[config.mk]
export PLATFORM = sky130hd
export DESIGN_NAME = led_anim_engine
export DESIGN_NICKNAME = d
export VERILOG_FILES = /design/src/rtl/led_anim_engine.sv
export SDC_FILE = /design/constraint.sdc
export NUM_CORES = 1
export LEC_CHECK = 0
export BUFFER_PORTS_ARGS = -buffer_cell sky130_fd_sc_hd__buf_4
export CAP_MARGIN = 20
export CORE_UTILIZATION = 38
export CTS_BUF_LIST = sky130_fd_sc_hd__clkbuf_2 sky130_fd_sc_hd__clkbuf_4 sky130_fd_sc_hd__clkbuf_8
export CTS_CLUSTER_DIAMETER = 50
export DETAILED_ROUTE_END_ITERATION = 6
export PLACE_DENSITY = 0.64
export SLEW_MARGIN = 15
export SYNTH_ARGS = -nofsm -noshare
export SYNTH_HDL_FRONTEND = slang
export SYNTH_SLANG_ARGS = --single-unit
[constraint.sdc]
create_clock -name clk -period 6.4 [get_ports clk]
set_clock_uncertainty 0.1 [all_clocks]
set_input_delay 1.28 -clock clk [delete_from_list [all_inputs] [get_ports clk]]
set_output_delay 1.28 -clock clk [all_outputs]
set_load 0.005 [all_outputs]
[src/rtl/led_anim_engine.sv]
// ---------------------------------------------------------------------------
// led_anim_engine
//   Parametrised LED animation engine. A prescaler derived from BASE_PERIOD
//   and the speed select produces frame steps. On each step the pattern
//   generator advances the LED frame for the selected mode
//   (RUN / BOUNCE / FILL / BLINK).
//
// Ports
//   clk         in   1        system clock, rising edge
//   rst         in   1        asynchronous reset, active-high
//   speed       in   SPEED_W  frame period P = max(BASE_PERIOD >> speed, 1)
//   mode        in   2        0 RUN, 1 BOUNCE, 2 FILL, 3 BLINK
//   dir         in   1        RUN only: 0 = toward MSB, 1 = toward LSB
//   pause       in   1        1 = freeze animation
//   led         out  LED_W    current frame, registered
//   frame_tick  out  1        1-cycle pulse when a stepped frame appears on led
// ---------------------------------------------------------------------------
module led_anim_engine #(
    parameter int unsigned LED_W       = 16,
    parameter int unsigned BASE_PERIOD = 25_000_000,
    parameter int unsigned SPEED_W     = 2
) (
    input  logic               clk,
    input  logic               rst,
    input  logic [SPEED_W-1:0] speed,
    input  logic [1:0]         mode,
    input  logic               dir,
    input  logic               pause,
    output logic [LED_W-1:0]   led,
    output logic               frame_tick
);

    localparam int unsigned CNT_W = $clog2(BASE_PERIOD + 1);

    localparam logic [CNT_W-1:0] BASE_P = CNT_W'(BASE_PERIOD);

    // Alternating pattern with bit0 set: ...0101
    localparam logic [2*LED_W-1:0] ALT_WIDE = {LED_W{2'b01}};
    localparam logic [LED_W-1:0]   ALT_PAT  = ALT_WIDE[LED_W-1:0];

    localparam logic [LED_W-1:0] ONE_HOT0 = LED_W'(1);

    typedef enum logic [1:0] {
        M_RUN    = 2'd0,
        M_BOUNCE = 2'd1,
        M_FILL   = 2'd2,
        M_BLINK  = 2'd3
    } mode_t;

    typedef enum logic {
        B_UP   = 1'b0,
        B_DOWN = 1'b1
    } bdir_t;

    mode_t              mode_q, mode_d;
    mode_t              mode_sel;
    bdir_t              bdir_q, bdir_d, bdir_step;
    logic [LED_W-1:0]   led_q, led_d, led_step, led_start;
    logic [CNT_W-1:0]   cnt_q, cnt_d;
    logic [CNT_W-1:0]   shifted, limit;
    logic               tick_q, tick_d;
    logic               fill_bit;

    assign mode_sel = mode_t'(mode);

    // Terminal count P-1, with P clamped to at least 1
    always_comb begin
        shifted = BASE_P >> speed;
        limit   = (shifted == '0) ? '0 : shifted - CNT_W'(1);
    end

    // Start frame for the requested mode
    always_comb begin
        unique case (mode_sel)
            M_RUN:    led_start = ONE_HOT0;
            M_BOUNCE: led_start = ONE_HOT0;
            M_FILL:   led_start = '0;
            M_BLINK:  led_start = ALT_PAT;
            default:  led_start = ONE_HOT0;
        endcase
    end

    // Next frame if a step happens this cycle
    always_comb begin
        led_step  = led_q;
        bdir_step = bdir_q;
        fill_bit  = 1'b0;
        unique case (mode_q)
            M_RUN: begin
                if (dir)
                    led_step = {led_q[0], led_q[LED_W-1:1]};
                else
                    led_step = {led_q[LED_W-2:0], led_q[LED_W-1]};
            end
            M_BOUNCE: begin
                // Flip at an endpoint and move away in the same step, so each
                // endpoint is shown only once per pass.
                if (bdir_q == B_UP) begin
                    if (led_q[LED_W-1]) begin
                        bdir_step = B_DOWN;
                        led_step  = led_q >> 1;
                    end else begin
                        led_step  = led_q << 1;
                    end
                end else begin
                    if (led_q[0]) begin
                        bdir_step = B_UP;
                        led_step  = led_q << 1;
                    end else begin
                        led_step  = led_q >> 1;
                    end
                end
            end
            M_FILL: begin
                if (led_q == '0)
                    fill_bit = 1'b1;
                else if (led_q == '1)
                    fill_bit = 1'b0;
                else
                    fill_bit = led_q[0];
                led_step = {led_q[LED_W-2:0], fill_bit};
            end
            M_BLINK: begin
                led_step = ~led_q;
            end
            default: led_step = led_q;
        endcase
    end

    // Next-state: a mode change wins over a step and also applies while paused
    always_comb begin
        mode_d = mode_q;
        bdir_d = bdir_q;
        led_d  = led_q;
        cnt_d  = cnt_q;
        tick_d = 1'b0;
        if (mode_sel != mode_q) begin
            mode_d = mode_sel;
            led_d  = led_start;
            cnt_d  = '0;
            bdir_d = B_UP;
        end else if (!pause) begin
            if (cnt_q >= limit) begin
                cnt_d  = '0;
                led_d  = led_step;
                bdir_d = bdir_step;
                tick_d = 1'b1;
            end else begin
                cnt_d = cnt_q + CNT_W'(1);
            end
        end
    end

    always_ff @(posedge clk or posedge rst) begin
        if (rst) begin
            mode_q <= M_RUN;
            bdir_q <= B_UP;
            led_q  <= ONE_HOT0;
            cnt_q  <= '0;
            tick_q <= 1'b0;
        end else begin
            mode_q <= mode_d;
            bdir_q <= bdir_d;
            led_q  <= led_d;
            cnt_q  <= cnt_d;
            tick_q <= tick_d;
        end
    end

    assign led        = led_q;
    assign frame_tick = tick_q;

endmodule
==> impl_metrics.yaml <==
outcome:
  status: "finished, final reports clean"
clock_tree:
  clock_sink_count: 45
  cts-resized-gates: 0
  post_cts_buffers: 0
  cts_buffer_depth: 2
  cts_tree: "done"
  root_buffer: "clkbuf_8"
  cts_max_level: 2
  numCtsBuffers: 5
  hold_buffers: 0
  clk_pin_slew_worst_paths_ps: 100
  worstSkewPairLatency_ps: 310
synth:
  synthTopCellsByArea: "dfrtp_1 33%, ha_1 8.3%, nand2_1 6.0%, o21ai_0 4.5%, nor2_1 4.3%"
  synth_cell_types: 58
  ys_ff_latch: 45
  syn_inst: 401
  synth_top_area_share: 0.334
  netlist_area_um2: 3300
  yosysTopAreaCell: "dfrtp_1"
  synth_edf_count: 0
  async_flop_share: 1.00
  avgSynthCellArea_um2: 8.23
  ys_seq_area_frac: 0.342
  ys_warn_count: 0
  synth_ff_type: "dfrtp_1"
power:
  switching_share: 0.321
  vdd_drop_max_mv: 0.0814
  comb_power_share: 0.161
  cellPowerDensity_nw_per_um2: 169
  p_leak_nw: 1.51
  sequentialPowerShare: 0.524
  intPower_uw: 414
  power_frac_clock: 0.315
  p_switching_uw: 196
sta:
  fin_crit_sh: 0.634
  whs_ps: 472
  drv_slew: 0
  timing.final.hold_violations: 0
  tns_ps: 0
  setup_viol: 0
  worstMarginPinSlew_ps: 951
  fmax_mhz: 246
  rsz0062_at_grt: "false"
  finalCriticalPeriod_ps: 4060
  slew_headroom: 0.364
drt:
  dr.max_layer_used: "met4"
  wl_mm: 8.18
  avgViaCountPerCell: 5.82
  initialDrtViolationCount: 189
  vias: 2989
  met2WireLength_mm: 3.61
  drcViolationCount: 0
  wire_per_inst_um: 15.9
  met3WireLength_um: 449
  wirelength_met1_mm: 4.03
  ant_nets: 0
  drtPass1Iterations: 5
final_layout:
  diodes: 0
  area_delta_synth_final_pct: 9.14
  finish.utilization: 0.434
  final_cell_mix: "53 x nand2_1, 44 x dfrtp_1, 38 x nor2_1"
  fillers: 833
  layout-drive-gt1-share: 0.108
  instances_no_fill: 514
  layout_commonest_cell: "nand2_1"
  fin_nets: 438
  stdcell_area_um2: 3600
setup_path:
  required_ps: 6540
  cp-end-kind: "register"
  cp-start-kind: "input port"
  cp.arrival_ps: 4200
  path_class: "input port to register"
  crit_fanout: 29
place:
  hpwl_mm: 5.59
  port_buffers: 24
  place_area_um2: 3490
  gp_congestion: 0.879
  place_inst: 505
flow_run:
  max-cap-violations: 0
min_path:
  hold_path.class: "register to register"
floorplan:
  pin_count: 25
  die_area_um2: 9060
  start_util: 0.398
  core_um2: 8300
  rows: 33
  die_h_um: 95.2
  die_w_um: 95.2
global_routing:
  grt_pass1_wl_mm: 13.6
  antenna_found_initial: 0
  grt_max_degree: 46
  grt_usage: 0.190
  gr-total-overflow: 0
  grt_pass1_vias: 2720
power groups by stage:
stage                     Clock [mW]  Combinational (mW)  Sequential, mW
after floorplan                    0              0.0752           0.310
after global placement             0              0.0951           0.324
after detailed placement           0              0.0970           0.324
after CTS                      0.198              0.0972           0.319
after global routing           0.208               0.111           0.322
final                          0.192              0.0983           0.320
through the flow:
step | power, mW | setup slack [ps]
final | 0.610 | 2340
after global routing | 0.641 | 2110
after CTS | 0.614 | 2390
after detailed placement | 0.421 | 2060
after global placement | 0.419 | 2160
after floorplan | 0.385 | 2920
path summary, 6_finish.rpt:
check | from | end | slack (ps) | depth (start not counted)
max reg2reg | cnt_q[18] | led[0] | 3270 | 8
min in group asynchronous | rst | cnt_q[14] | 890 | 2
max in group asynchronous | rst | led[0] | 4730 | 3
min reg2reg | cnt_q[24] | cnt_q[24] | 470 | 2
max | speed[1] | led[0] | 2340 | 11
min | cnt_q[24] | cnt_q[24] | 470 | 2
kinds of logic after synthesis:
| family | share of synthesized area |
|---|---|
| AOI/OAI and AO/OA | 0.215 |
| DFF | 0.342 |
| adders and majority gates | 0.0834 |
| xor gates and xnor gates | 0.0610 |
| muxes | 0.0190 |
| buffers and inverters | 0.0500 |
| other | 0.00228 |
| and+or+nand+nor | 0.228 |
layout make-up:
cell class                      instances  area [um2]  share of cell area
Multi-Input combinational cell        321        2010               0.559
Sequential cell                        45        1130               0.313
Timing Repair Buffer                   25         200              0.0556
Tap cell                              105         131              0.0365
Clock buffer                            5        68.8              0.0191
Inverter                               10        37.5              0.0104
Clock inverter                          3        25.0             0.00695
worst max-delay path, stage by stage:
cell and delay (ps):
buf_4 110, inv_1 60, nor2_1 300, ha_1 320, nand2_1 100, o21ai_0 90, a311oi_1 470, o32a_2 240
nand2_1 540, a21oi_1 340, mux2_2 350
state kept, by name (all words and copies together) (netlist names):
signal	count
bdir_q	1
led	16
mode_q	2
cnt_q	25
frame_tick	1
cell usage after synthesis (all sizes together) (3+ instances only):
cell	n
a21boi	4
a22oi	5
nor2	38
or3	5
and3	6
nand2	54
o31ai	6
a21oi	29
nand4	11
xnor2	9
xor2	14
ha	22
clkbuf	16
nor2b	3
buf	10
nor4	5
nor3	10
o21ai	31
a311oi	8
o22ai	6
inv	10
nand3	8
dfrtp	44
nand4b	3
mux2i	4
nand2b	5
o221ai	5
per-layer routing:
| metal | global-route usage | vias to the layer above |
|---|---|---|
| met4 | 0.0606 | 0 |
| met3 | 0.0367 | 9 |
| met5 | 0 | - |
| li1 | - | 1461 |
| met2 | 0.280 | 96 |
| met1 | 0.276 | 1423 |
(Power assumes the default switching activity.)
